**src/rtl/tt4_pkg.sv**
```systemverilog
// Shared types and constants for the 4-input truth-table sweep/capture stage.
package tt4_pkg;

    typedef enum logic [2:0] {
        IDLE,
        DRIVE,
        SETTLE,
        SAMPLE,
        DONE
    } state_t;

    localparam int TT_ROWS     = 16;
    localparam int ROW_W       = 4;
    localparam int SYNC_STAGES = 2;

    // Row 0 lands in the hex MSB of the signature.
    function automatic logic [ROW_W-1:0] row_to_bit(input logic [ROW_W-1:0] r);
        return ROW_W'(TT_ROWS - 1) - r;
    endfunction

endpackage

```
**src/rtl/tt4_sync2.sv**
```systemverilog
// Two-flop synchronizer for the netlist output, reset to 0.
module tt4_sync2
    import tt4_pkg::*;
(
    input  logic clk,
    input  logic rst_n,
    input  logic d,
    output logic q
);

    logic [SYNC_STAGES-1:0] sync_pipe;

    always_ff @(posedge clk or negedge rst_n) begin
        if (!rst_n) sync_pipe <= '0;
        else        sync_pipe <= {sync_pipe[SYNC_STAGES-2:0], d};
    end

    assign q = sync_pipe[SYNC_STAGES-1];

endmodule

```
**src/rtl/tt4_sweep_capture.sv**
```systemverilog
// Sweeps all 16 rows into a 4-input netlist and captures its truth-table signature.
// Optional TT4_SYNC2_EN: synchronize dut_out with two flops and stretch the settle wait to match.
module tt4_sweep_capture
    import tt4_pkg::*;
#(
    parameter int          SETTLE_CYCLES = 4,
    parameter logic [15:0] EXPECTED      = 16'hEFEB
) (
    input  logic        clk,
    input  logic        rst_n,
    input  logic        start,
    input  logic        dut_out,
    output logic        in1,
    output logic        in2,
    output logic        in3,
    output logic        in4,
    output logic        busy,
    output logic        done,
    output logic [15:0] signature,
    output logic        match
);

    generate
        if (SETTLE_CYCLES < 1) begin : g_bad_settle
            $error("tt4_sweep_capture: SETTLE_CYCLES must be >= 1");
        end
    endgenerate

    logic sample_bit;

`ifdef TT4_SYNC2_EN
    localparam int EXTRA_WAIT = SYNC_STAGES;
    tt4_sync2 u_sync (
        .clk   (clk),
        .rst_n (rst_n),
        .d     (dut_out),
        .q     (sample_bit)
    );
`else
    localparam int EXTRA_WAIT = 0;
    assign sample_bit = dut_out;
`endif

    localparam int WAIT_CYC = SETTLE_CYCLES + EXTRA_WAIT;
    localparam int CNT_W    = (WAIT_CYC < 2) ? 1 : $clog2(WAIT_CYC);

    state_t             state_q, state_d;
    logic [ROW_W-1:0]   row_q, drv_q;
    logic [CNT_W-1:0]   cnt_q;
    logic [15:0]        sig_q, sig_cap;
    logic               match_q;
    logic               last_row;

    assign last_row = (row_q == ROW_W'(TT_ROWS - 1));

    always_ff @(posedge clk or negedge rst_n) begin
        if (!rst_n) state_q <= IDLE;
        else        state_q <= state_d;
    end

    always_comb begin
        state_d = state_q;
        sig_cap = sig_q;
        sig_cap[row_to_bit(row_q)] = sample_bit;
        case (state_q)
            IDLE:    if (start) state_d = DRIVE;
            DRIVE:   state_d = SETTLE;
            SETTLE:  if (cnt_q == '0) state_d = SAMPLE;
            SAMPLE:  state_d = last_row ? DONE : DRIVE;
            DONE:    state_d = IDLE;
            default: state_d = IDLE;
        endcase
    end

    always_ff @(posedge clk or negedge rst_n) begin
        if (!rst_n) begin
            row_q   <= '0;
            drv_q   <= '0;
            cnt_q   <= '0;
            sig_q   <= '0;
            match_q <= 1'b0;
        end else begin
            case (state_q)
                IDLE: if (start) begin
                    row_q <= '0;
                    drv_q <= '0;
                    sig_q <= '0;
                end
                DRIVE:  cnt_q <= CNT_W'(WAIT_CYC - 1);
                SETTLE: if (cnt_q != '0) cnt_q <= cnt_q - 1'b1;
                SAMPLE: begin
                    sig_q <= sig_cap;
                    // Match is resolved on the last capture so it is valid alongside done.
                    if (last_row) begin
                        match_q <= (sig_cap == EXPECTED);
                    end else begin
                        row_q <= row_q + 1'b1;
                        drv_q <= row_q + 1'b1;
                    end
                end
                DONE:    drv_q <= '0;
                default: ;
            endcase
        end
    end

    assign {in1, in2, in3, in4} = drv_q;
    assign busy      = (state_q != IDLE);
    assign done      = (state_q == DONE);
    assign signature = sig_q;
    assign match     = match_q;

endmodule
```
**config.mk**
```make
export PLATFORM = sky130hd
export DESIGN_NAME = tt4_sweep_capture
export DESIGN_NICKNAME = d
export VERILOG_FILES = /design/src/rtl/tt4_pkg.sv /design/src/rtl/tt4_sync2.sv /design/src/rtl/tt4_sweep_capture.sv
export SDC_FILE = /design/constraint.sdc
export NUM_CORES = 1
export LEC_CHECK = 0
export CORE_MARGIN = 1.5
export CORE_UTILIZATION = 40
export DETAILED_ROUTE_END_ITERATION = 12
export DONT_BUFFER_PORTS = 1
export RECOVER_POWER = 100
export SLEW_MARGIN = 0
export SYNTH_ARGS = -nofsm -noshare
export SYNTH_HDL_FRONTEND = slang
export SYNTH_SLANG_ARGS = --single-unit
```
**constraint.sdc**
```tcl
create_clock -name clk -period 1.6 [get_ports clk]
set_input_delay 0.24 -clock clk [delete_from_list [all_inputs] [get_ports clk]]
set_output_delay 0.24 -clock clk [all_outputs]
set_load 0.05 [all_outputs]
```
==> results of run 1 <==
## metal layers
| layer | GRT usage, % | wire (µm) |
|---|---|---|
| met1 | 28.4 | 1960 |
| met2 | 36.2 | 2350 |
| met3 | 4.87 | 304 |
| met4 | 8.82 | 92 |
| met5 | 0 | 0 |
## cell usage in the layout, fill, tap and decap left out, drive strengths merged, types with 2 or more instances in the layout
master / Yosys / routed
buf: 7 / 55
o21ai: 31 / 31
dfrtp: 30 / 30
a21oi: 21 / 21
nand2: 15 / 15
nor2: 15 / 15
clkbuf: 5 / 8
inv: 7 / 7
nand3: 6 / 6
ha: 5 / 5
nand2b: 4 / 4
a22o: 4 / 4
mux2i: 3 / 3
a21o: 3 / 3
o31ai: 3 / 3
nor2b: 3 / 3
nor3: 3 / 3
nand4: 2 / 2
a31oi: 2 / 2
nand3b: 2 / 2
xnor2: 2 / 2
or3b: 2 / 2
## cell type report
type                            count  share of cell area (%)
Multi-Input combinational cell    143                    42.0
Clock buffer                        7                    3.26
Tap cell                           50                    2.67
Timing Repair Buffer               57                    18.6
Sequential cell                    30                    32.3
Inverter                            7                    1.23
## cell families (layout without fill, tap and decap cells)
logic type / after synthesis / in the layout / synth area share [%]
adder cells (fa/ha/maj): 5 / 5 / 3.62
multiplexers: 4 / 4 / 2.39
XOR/XNOR: 3 / 3 / 1.52
buffers and inverters: 20 / 71 / 6.30
AND/OR/NAND/NOR: 61 / 61 / 19.4
AO/OA/AOI/OAI: 70 / 70 / 23.3
flip-flops: 30 / 30 / 43.4
## sequential cells by signal (all words and copies together), names as in the netlist
name and flops:
state_q 3, row_q 4, match 1, cnt_q 2
signature 16, drv_q 4
## power by group through the flow
stage          Sequential [mW]  Combinational [mW]  Clock [mW]
4_1_cts                   1.15                1.73       0.584
3_5_place_dp              1.16                1.51           0
2_1_floorplan             1.26               0.930           0
6_report                  1.15                1.86       0.575
3_3_place_gp              1.15                1.47           0
5_1_grt                   1.18                2.04       0.604
## path summary, 6_finish.rpt
check / start / to / depth (start not counted)
setup / recovery: row_q[1] / match / 6
hold / removal: dut_out / signature[13] / 2
setup reg to reg: row_q[1] / match / 6
hold reg to reg: cnt_q[1] / cnt_q[1] / 2
max in group asynchronous: rst_n / row_q[1] / 2
min in group asynchronous: rst_n / signature[3] / 2
## worst max-delay path: stages, from the launching register on
cell	delay, ps
dfrtp_2	450
inv_4	90
ha_4	140
nand2b_1	80
or3b_4	400
a2111oi_4	300
o2bb2ai_2	130
## metrics by stage
stage	std cells	setup slack, ps	TNS, ps	hold slack, ps
final	294	-54.4	-54.4	197
after global routing	294	-124	-253	230
after CTS	290	-31.2	-31.2	191
after detailed placement	272	-147	-190	-54.8
after global placement	272	-63.1	-63.7	-54.7
after floorplan	193	-169	-169	-55.6
## repair_timing
action	4_1_cts	5_1_grt
setup endpoints to repair	5	24
gates resized for setup	14	27
hold buffers	2	0
endpoints found under the hold margin	30	0
buffers inserted	9	4
pin swaps	5	7
==> metrics.cfg, run 1 <==
[global_routing]
grt_max_degree = 31
grt_usage_pct = 22.1
antenna_found_initial = 0
gr-total-overflow = 0
grt_pass1_wl_mm = 7.66
first_global_vias = 1615

[power_and_ir_drop]
seq_power_share_pct = 32.2
p_sw_mw = 1.60
p_leak_nw = 1.08
power_mw = 3.59
p_clk_share_pct = 16.0
pwr-share-comb_pct = 51.8
irDropWorstVdd_mv = 0.718
p_sw_share_pct = 44.6
powerDensity_mw_per_mm2 = 1530
p_int_mw = 1.99

[synthesis]
postSynthAreaPerCell_um2 = 8.95
synth_top_area_share_pct = 43.4
netlist_instances = 193
synth_common_cells = dfrtp_1 (30), o21ai_0 (30), a21oi_1 (21), nand2_1 (15), nor2_1 (15)
synth_nets = 202
synth_flop_cell = dfrtp_1
synth-seq-cells = 30
synth_cell_types = 44
syn-cell-area_mm2 = 0.00173
yosysSeqAreaShare_pct = 43.4
yosys.area.top_type = dfrtp_1
synth_edf_count = 0
synth_async_sr_flop_share_pct = 100
yosysWarnings = 0
synth_area_leaders = dfrtp_1 (43%), o21ai_0 (8.7%), a21oi_1 (6.1%), ha_1 (3.6%), nand2_1 (3.3%)

[clocking]
numCtsBuffers = 5
cts-htree-levels = 2
max-clock-path-buffers = 2
path_clk_slew_ps = 60
cts_root_buf = clkbuf_8
cts_tree = yes
cts.sinks = 30
clk_latency_ps = 290

[worst_hold_path]
hold_class = input pin to flop

[setup_path]
timing_worst_setup_path_type = flop to flop
crit_arrival_ps = 1870
end_kind = flop
crit_required_ps = 1820
cp-start-kind = flop
ff2ff_setup_slack_ps = -50
cp_max_fo = 4

[place]
hpwlAfterDp_mm = 3.25
place_area_mm2 = 0.00204
gp_congestion = 0.954
io_buffer_count = 0

[status]
violations = negative setup slack
status = complete, but fails checks

[finish]
drive_gt1_share_pct = 36.5
final_area_mm2 = 0.00234
finalNetCount = 253
multiInputGateArea_um2 = 983
n_fill_cell = 369
layout.area.seq_um2 = 756
postLayoutCoreUtil_pct = 57.3
n_antenna_cell = 0
areaGrowthSynthToFinish_pct = 35.6

[sta]
worst_pin_slew_ps = 764
skew_ps = 5.55
period_share_pct = 103
fin_crit_ps = 1650
clock.fmax_mhz = 604
fin_ws_ps = -54.4
maxSlewViolCount = 0
slew_headroom_pct = 49.0
rsz0062_at_grt = true
hold_viol = 0
setup_viol = 1

[job]
maxCapViolCount = 0

[drt]
avgViaCountPerCell = 5.65
drc = 0
drtIter0Drc = 217
first_pass_iters = 4
num_vias = 1660
wl_per_cell_um = 16.0
wirelength_mm = 4.70
detail-route-antenna-nets = 0

[floorplan]
coreArea_mm2 = 0.00409
start_util_pct = 42.3
std_cell_rows = 23
die-height_um = 68.7
die_x_um = 68.7
die_area_mm2 = 0.00472
ios = 27

Note: power is estimated with default switching activity, not from simulation.
==> run 2: changes to the inputs <==
CELL_PAD_IN_SITES_DETAIL_PLACEMENT = 2   (was unset)
CELL_PAD_IN_SITES_GLOBAL_PLACEMENT = 2   (was unset)
CORE_UTILIZATION = 34   (was 40)
PLACE_DENSITY_LB_ADDON = 0.1   (was unset)
RECOVER_POWER = 25   (was 100)
==> run 2 against run 1 <==
Critical path depth unchanged. Clock skew hardly changed. Highest routed layer unchanged. Worst setup slack got worse by 130 ps. Largest power group unchanged. Die area grew 17%. Wire length is 72% higher. Global-route usage up 7.7 points. The run still ends with negative setup slack left.
==> metrics.cfg, run 2 (same netlist as run 1, synthesis figures left out) <==
[setup_path]
crit_arrival_ps = 2010  ; was 1870 ps
crit_slowest_cell = dfrtp_1  ; was dfrtp_2
path_cells = inv_2 -> ha_4 -> nand2b_4 -> or3b_4 -> a2111oi_4 -> o2bb2ai_2  ; was inv_4 -> ha_4 -> nand2b_1 -> or3b_4 -> a2111oi_4 -> o2bb2ai_2
timing_worst_setup_path_type = flop to flop  ; unchanged
cp-start-kind = flop  ; unchanged
crit_required_ps = 1830  ; was 1820 ps
end_kind = flop  ; unchanged
r2r-start = row_q[1]  ; unchanged
reg2reg_depth = 6  ; unchanged
startpoint = row_q[1]  ; unchanged
max_stage_delay_ps = 420  ; was 450 ps
cp_max_fo = 6  ; was 4

[job]
maxCapViolCount = 0  ; unchanged

[place]
gp_congestion = 0.871  ; was 0.954
hpwlAfterDp_mm = 4.63  ; was 3.25 mm
place_area_mm2 = 0.00210  ; was 0.00204 mm²
io_buffer_count = 0  ; unchanged

[finish]
largest_register_ffs = 16  ; unchanged
n_fill_cell = 508  ; was 369
layout.area.seq_um2 = 754  ; was 756 µm²
finalNetCount = 257  ; was 253
multiInputGateArea_mm2 = 0.00111  ; was 983 µm²
areaGrowthSynthToFinish_pct = 48.9  ; was 35.6%
final_cell_mix = buf_4 (51), dfrtp_1 (27), a21oi_1 (20)  ; was buf_4 (53), dfrtp_1 (26), a21oi_1 (21)
drive_gt1_share_pct = 46.6  ; was 36.5%
n_antenna_cell = 0  ; unchanged
mostFrequentLayoutCell = buf_4  ; unchanged
final_area_mm2 = 0.00257  ; was 0.00234 mm²

[sta]
tns_ps = -665  ; was -54.4 ps
fin_crit_ps = 1780  ; was 1650 ps
skew_ps = 5.85  ; was 5.55 ps
maxSlewViolCount = 0  ; unchanged
clock.fmax_mhz = 561  ; was 604 MHz
period_share_pct = 111  ; was 103%
fin_ws_ps = -184  ; was -54.4 ps
hold_viol = 0  ; unchanged
worst_pin_slew_ps = 835  ; was 764 ps
rsz0062_at_grt = true  ; unchanged
setup_viol = 8  ; was 1
slew_headroom_pct = 44.3  ; was 49.0%

[status]
status = complete, but fails checks  ; unchanged
violations = negative setup slack  ; unchanged

[clocking]
cts_tree = yes  ; unchanged
cts_root_buf = clkbuf_8  ; unchanged
clk_latency_ps = 290  ; about the same
cts.sinks = 30  ; unchanged
path_clk_slew_ps = 70  ; was 60 ps
max-clock-path-buffers = 2  ; unchanged
numCtsBuffers = 5  ; unchanged
cts-htree-levels = 2  ; unchanged

[power_and_ir_drop]
p_sw_share_pct = 47.4  ; was 44.6%
p_int_mw = 2.35  ; was 1.99 mW
p_leak_nw = 1.15  ; was 1.08 nW
irDropWorstVdd_mv = 0.862  ; was 0.718 mV
powerDensity_mw_per_mm2 = 1740  ; was 1530 mW/mm²
seq_power_share_pct = 26.1  ; was 32.2%
power_mw = 4.47  ; was 3.59 mW
p_sw_mw = 2.12  ; was 1.60 mW
p_clk_share_pct = 15.0  ; was 16.0%
pwr-share-comb_pct = 58.9  ; was 51.8%

[drt]
drc = 0  ; unchanged
first_pass_iters = 4  ; unchanged
wl_per_cell_um = 25.6  ; was 16.0 µm
drtIter0Drc = 64  ; was 217
detail-route-antenna-nets = 0  ; unchanged
avgViaCountPerCell = 5.84  ; was 5.65
num_vias = 1846  ; was 1660
wirelength_mm = 8.10  ; was 4.70 mm

[floorplan]
die-height_um = 74.3  ; was 68.7 µm
std_cell_rows = 25  ; was 23
start_util_pct = 35.9  ; was 42.3%
die_area_mm2 = 0.00552  ; was 0.00472 mm²
coreArea_mm2 = 0.00482  ; was 0.00409 mm²
ios = 27  ; unchanged
die_x_um = 74.3  ; was 68.7 µm

[global_routing]
gr-total-overflow = 0  ; unchanged
antenna_found_initial = 0  ; unchanged
grt_max_degree = 31  ; unchanged
grt_usage_pct = 29.8  ; was 22.1%
grt_pass1_wl_mm = 11.7  ; was 7.66 mm
first_global_vias = 2014  ; was 1615

[worst_hold_path]
worstHoldStart = dut_out  ; unchanged
whs_path_depth = 2  ; unchanged
hold_class = input pin to flop  ; unchanged

run 2: cell count changes in the layout (fill, tap and decap cells not counted), moves of 3 or more:
cell / delta
buf_6: +3
o21ai_0: -15
o21ai_1: +3
o21ai_2: +11
run 2: final cells by class:
type	count	area share (%)
Clock buffer	7	3.36
Clock inverter	1	0.195
Inverter	7	1.02
Multi-Input combinational cell	143	43.1
Sequential cell	30	29.3
Tap cell	67	3.26
Timing Repair Buffer	61	19.7
run 2: metal layers:
| metal | wire length [µm] | part of all wire, % | global-route usage [%] | up-vias |
|---|---|---|---|---|
| met5 | 0 | 0 | 0 | - |
| met4 | 315 | 3.9 | 17.2 | 0 |
| met3 | 437 | 5.4 | 5.42 | 20 |
| met2 | 4220 | 52 | 50.8 | 69 |
| met1 | 3120 | 39 | 35.1 | 959 |
| li1 | - | - | - | 798 |
run 2: power by group through the flow:
stage                     combinational, mW  clock (mW)  sequential (mW)
after floorplan                       0.930           0             1.26
after CTS                              2.20       0.676             1.14
after global placement                 1.63           0             1.15
final                                  2.63       0.669             1.17
after detailed placement               1.71           0             1.18
after global routing                   2.78       0.705             1.19
run 2: metrics by stage:
step	util [%]	setup slack (ps)	cells	hold WS [ps]
final	53.4	-184	316	204
after global routing	53.4	-249	316	228
after CTS	49.7	-158	312	195
after detailed placement	43.6	-304	295	-54.3
after global placement	43.6	-158	295	-54.3
after floorplan	-	-169	193	-55.6
run 2: what timing repair did:
action / CTS / global route
cloned: 1 / 1
hold endpoints to repair: 30 / 0
pin swaps: 6 / 18
endpoints found under the setup margin: 22 / 27
resized for setup: 43 / 46
buffers inserted: 6 / 4
hold buffers: 2 / 0
run 2: worst paths after layout:
path	end	slack, ps
max	match	-180
min	signature[2]	200
max reg2reg	match	-180
min reg2reg	signature[8]	600
max in group asynchronous	row_q[2]	400
min in group asynchronous	state_q[0]	610
run 2: critical path, delay by kind of cell, from the launching register on:
kind                       cells  cell delay [ps]
adders and majority gates      1              200
and+or+nand+nor                2              460
buffers and inverters          1              120
AOI/OAI and AO/OA              2              510
DFF                            1              420
==> run 3: changes to the inputs <==
--- a/config.mk
+++ b/config.mk
@@ -15,2 +15,3 @@
 export RECOVER_POWER = 25
+export SETUP_SLACK_MARGIN = 0.5
 export SLEW_MARGIN = 0
==> constraint.sdc (replaced) <==
create_clock -name clk -period 1.6 [get_ports clk]
set_input_delay 0.08 -clock clk [delete_from_list [all_inputs] [get_ports clk]]
set_output_delay 0.08 -clock clk [all_outputs]
set_load 0.05 [all_outputs]
==> run 3 against run 2 <==
The flow now stops in global routing (5_1_grt). Synthesized cell count unchanged. Area after synthesis is the same.
==> metrics.cfg, run 3 <==
[status]
status = did not finish  ; was complete, but fails checks
haltStage = global routing (5_1_grt)
error_line = [ERROR DPL-0033] detailed placement checks failed during check placement.

[synthesis]
synth_flop_cell = dfrtp_1  ; unchanged
synth_async_sr_flop_share_pct = 100  ; unchanged
yosysSeqAreaShare_pct = 43.4  ; unchanged
synth_common_cells = dfrtp_1 (30), o21ai_0 (30), a21oi_1 (21), nand2_1 (15), nor2_1 (15)  ; unchanged
synth_edf_count = 0  ; unchanged
netlist_instances = 193  ; unchanged
synth_top_area_share_pct = 43.4  ; unchanged
synth-seq-cells = 30  ; unchanged
syn-cell-area_mm2 = 0.00173  ; unchanged
postSynthAreaPerCell_um2 = 8.95  ; unchanged
synth_cell_types = 44  ; unchanged
yosys.area.top_type = dfrtp_1  ; unchanged
yosysWarnings = 0  ; unchanged
synth_nets = 202  ; unchanged
synth_area_leaders = dfrtp_1 (43%), o21ai_0 (8.7%), a21oi_1 (6.1%), ha_1 (3.6%), nand2_1 (3.3%)  ; unchanged

[sta]
worst_endpoint = match$_DFFE_PN0P_/D
endpoint_type = register input

[floorplan]
die_x_um = 74.3  ; unchanged
std_cell_rows = 25  ; unchanged
die-height_um = 74.3  ; unchanged
ios = 27  ; unchanged
start_util_pct = 35.9  ; unchanged

[clocking]
numCtsBuffers = 5  ; unchanged
cts.sinks = 30  ; unchanged
max-clock-path-buffers = 2  ; unchanged
cts-htree-levels = 2  ; unchanged
cts_root_buf = clkbuf_8  ; unchanged

[global_routing]
grt_max_degree = 31
antenna_found_initial = 0

[place]
gp_congestion = 0.917  ; was 0.871
hpwlAfterDp_mm = 4.63  ; about the same
io_buffer_count = 0  ; unchanged

==> run 3: cell counts after synthesis <==
No cell type changed its count.
==> run 3: cell families after synthesis <==
group	synth area share, %
DFF	43.4
adders and majority gates	3.62
buffers and inverters	6.30
and+or+nand+nor	19.4
muxes	2.39
AOI/OAI and AO/OA	23.3
xor gates and xnor gates	1.52
==> run 3: repair_timing <==
action,in CTS
setup buffers,10
pin swaps,11
cloned,1
endpoints found under the hold margin,36
setup endpoints to repair,31
resized for setup,67
hold buffers,3
==> run 3: stage by stage <==
| step | cell area [µm²] | worst slack (ps) | cells | util [%] | hold WS [ps] |
|---|---|---|---|---|---|
| floorplan | 1790 | -169 | 193 | - | -216 |
| global placement | 2110 | -71.6 | 294 | 43.9 | -215 |
| detailed placement | 2110 | -264 | 294 | 43.9 | -215 |
| CTS | 2640 | -236 | 316 | 54.8 | 74.4 |
==> run 4: changes to the inputs <==
CELL_PAD_IN_SITES_DETAIL_PLACEMENT = unset   (was 2)
CELL_PAD_IN_SITES_GLOBAL_PLACEMENT = unset   (was 2)
CORE_UTILIZATION = 25   (was 34)
PLACE_DENSITY_LB_ADDON = 0.15   (was 0.1)
SETUP_SLACK_MARGIN = unset   (was 0.5)
clock period = 2.1 ns   (was 1.6 ns; I/O delays follow)
==> run 4 against run 3 <==
The flow now finishes without violations.
==> metrics.cfg, run 4 (same netlist as run 1, synthesis figures left out) <==
[sta]
whs_ps = 66.9
skew_ps = 4.20
hold_viol = 0
worst_pin_slew_ps = 1380
tns_ps = 0
slew_headroom_pct = 7.93
setup_viol = 0
fin_crit_ps = 1940
clock.fmax_mhz = 515
rsz0062_at_grt = false
period_share_pct = 92.5
maxSlewViolCount = 0

[status]
status = finished, final reports clean  ; was did not finish

[clocking]
cts_tree = yes
cts-htree-levels = 2  ; unchanged
max-clock-path-buffers = 2  ; unchanged
cts.sinks = 30  ; unchanged
clk_latency_ps = 280
cts_root_buf = clkbuf_8  ; unchanged
ctsResizeCount = 0  ; was 67
post_cts.repair.setup_buffers = 0  ; was 10
path_clk_slew_ps = 70
numCtsBuffers = 5  ; unchanged

[setup_path]
crit_required_ps = 2310
r2r-start = row_q[1]
crit_slowest_cell = dfrtp_1
cp-start-kind = flop
max_stage_delay_ps = 430
timing_worst_setup_path_type = flop to flop
reg2reg_to = match
startpoint = row_q[1]
end_kind = flop
reg2reg_depth = 6
crit_arrival_ps = 2150
path_cells = inv_1 -> ha_1 -> nand2b_1 -> or3b_1 -> a2111oi_1 -> o2bb2ai_1
worstSetupEndpoint = match
ff2ff_setup_slack_ps = 160
cp_max_fo = 9

[finish]
n_antenna_cell = 0
areaGrowthSynthToFinish_pct = 22.0
drive_gt1_share_pct = 20.5
largest_register_ffs = 16
final_cell_mix = o21ai_0 (30), dfrtp_1 (30), buf_4 (30)
finalNetCount = 228
postLayoutCoreUtil_pct = 31.4

[global_routing]
antenna_found_initial = 0
first_global_vias = 1507
grt_util_met2_pct = 22.6
gr-total-overflow = 0
grt_most_used_layer = met2
grt_max_degree = 31
grt_usage_pct = 13.8
grt_pass1_wl_mm = 7.80
groute.layer.met1.usage_pct = 17.5
use_met3_pct = 3.85

[floorplan]
die_area_mm2 = 0.00742
std_cell_rows = 30  ; was 25
ios = 27  ; unchanged
die_x_um = 86.1  ; was 74.3 µm
die-height_um = 86.1  ; was 74.3 µm
start_util_pct = 25.7  ; was 35.9%
coreArea_mm2 = 0.00672

[power_and_ir_drop]
powerDensity_mw_per_mm2 = 1200
p_leak_nw = 0.966
irDropWorstVdd_mv = 0.281

[job]
maxCapViolCount = 0

[drt]
first_pass_iters = 4
drc = 0
detail-route-antenna-nets = 0
num_vias = 1501
wl_per_cell_um = 15.9
drtIter0Drc = 66
wirelength_mm = 4.77
avgViaCountPerCell = 5.00

[place]
io_buffer_count = 0  ; unchanged
hpwlAfterDp_mm = 3.35  ; was 4.63 mm
gp_congestion = 0.779  ; was 0.917

[worst_hold_path]
hold_class = input pin to flop

[run 4: power by group]
group	total, mW	internal, mW	switching (mW)
clock	0.564	0.331	0.233
combinational	1.09	0.391	0.700
sequential	0.880	0.685	0.195
total	2.54	1.41	1.13
[run 4: routing by layer]
layer | up-vias | wire length, µm
met1 | 713 | 2210
met2 | 41 | 2240
met5 | - | 0
li1 | 742 | -
met4 | 0 | 61
met3 | 5 | 255
[run 4: stage by stage]
stage | total power [mW] | worst slack (ps) | area (µm²) | instances
after global placement | 1.99 | 220 | 1980 | 290
after global routing | 2.72 | 11.8 | 2110 | 300
after detailed placement | 1.98 | 182 | 1980 | 290
final | 2.54 | 157 | 2110 | 300
after floorplan | 1.66 | 175 | 1730 | 193
after CTS | 2.57 | 158 | 2120 | 300
[run 4: worst min path at each step]
stage / startpoint / end / slack [ps] / depth (start not counted)
after floorplan: rst_n / cnt_q[0] / -190 / 0
after global placement: rst_n / signature[15] / -190 / 0
after detailed placement: rst_n / signature[15] / -190 / 0
after CTS: dut_out / signature[12] / 70 / 2
after global routing: dut_out / signature[12] / 80 / 2
final: dut_out / signature[12] / 70 / 2
[run 4: timing repair]
item / 4_1_cts / 5_1_grt
setup endpoints to repair: 0 / 0
hold buffers: 2 / 0
endpoints found under the hold margin: 30 / 0
[run 4: layout make-up]
cell class,instances,area (µm²)
Clock buffer,8,110
Sequential cell,30,751
Timing Repair Buffer,32,248
Inverter,7,26.3
Multi-Input combinational cell,143,873
Tap cell,80,100
Fill cell,688,4610
[run 4: critical path: cells and delay by family (launching register included)]
| family | cells | cell delay [ps] |
|---|---|---|
| compound gates | 2 | 530 |
| fa+ha+maj | 1 | 340 |
| buf+inv | 1 | 100 |
| flops | 1 | 430 |
| simple gates | 2 | 480 |
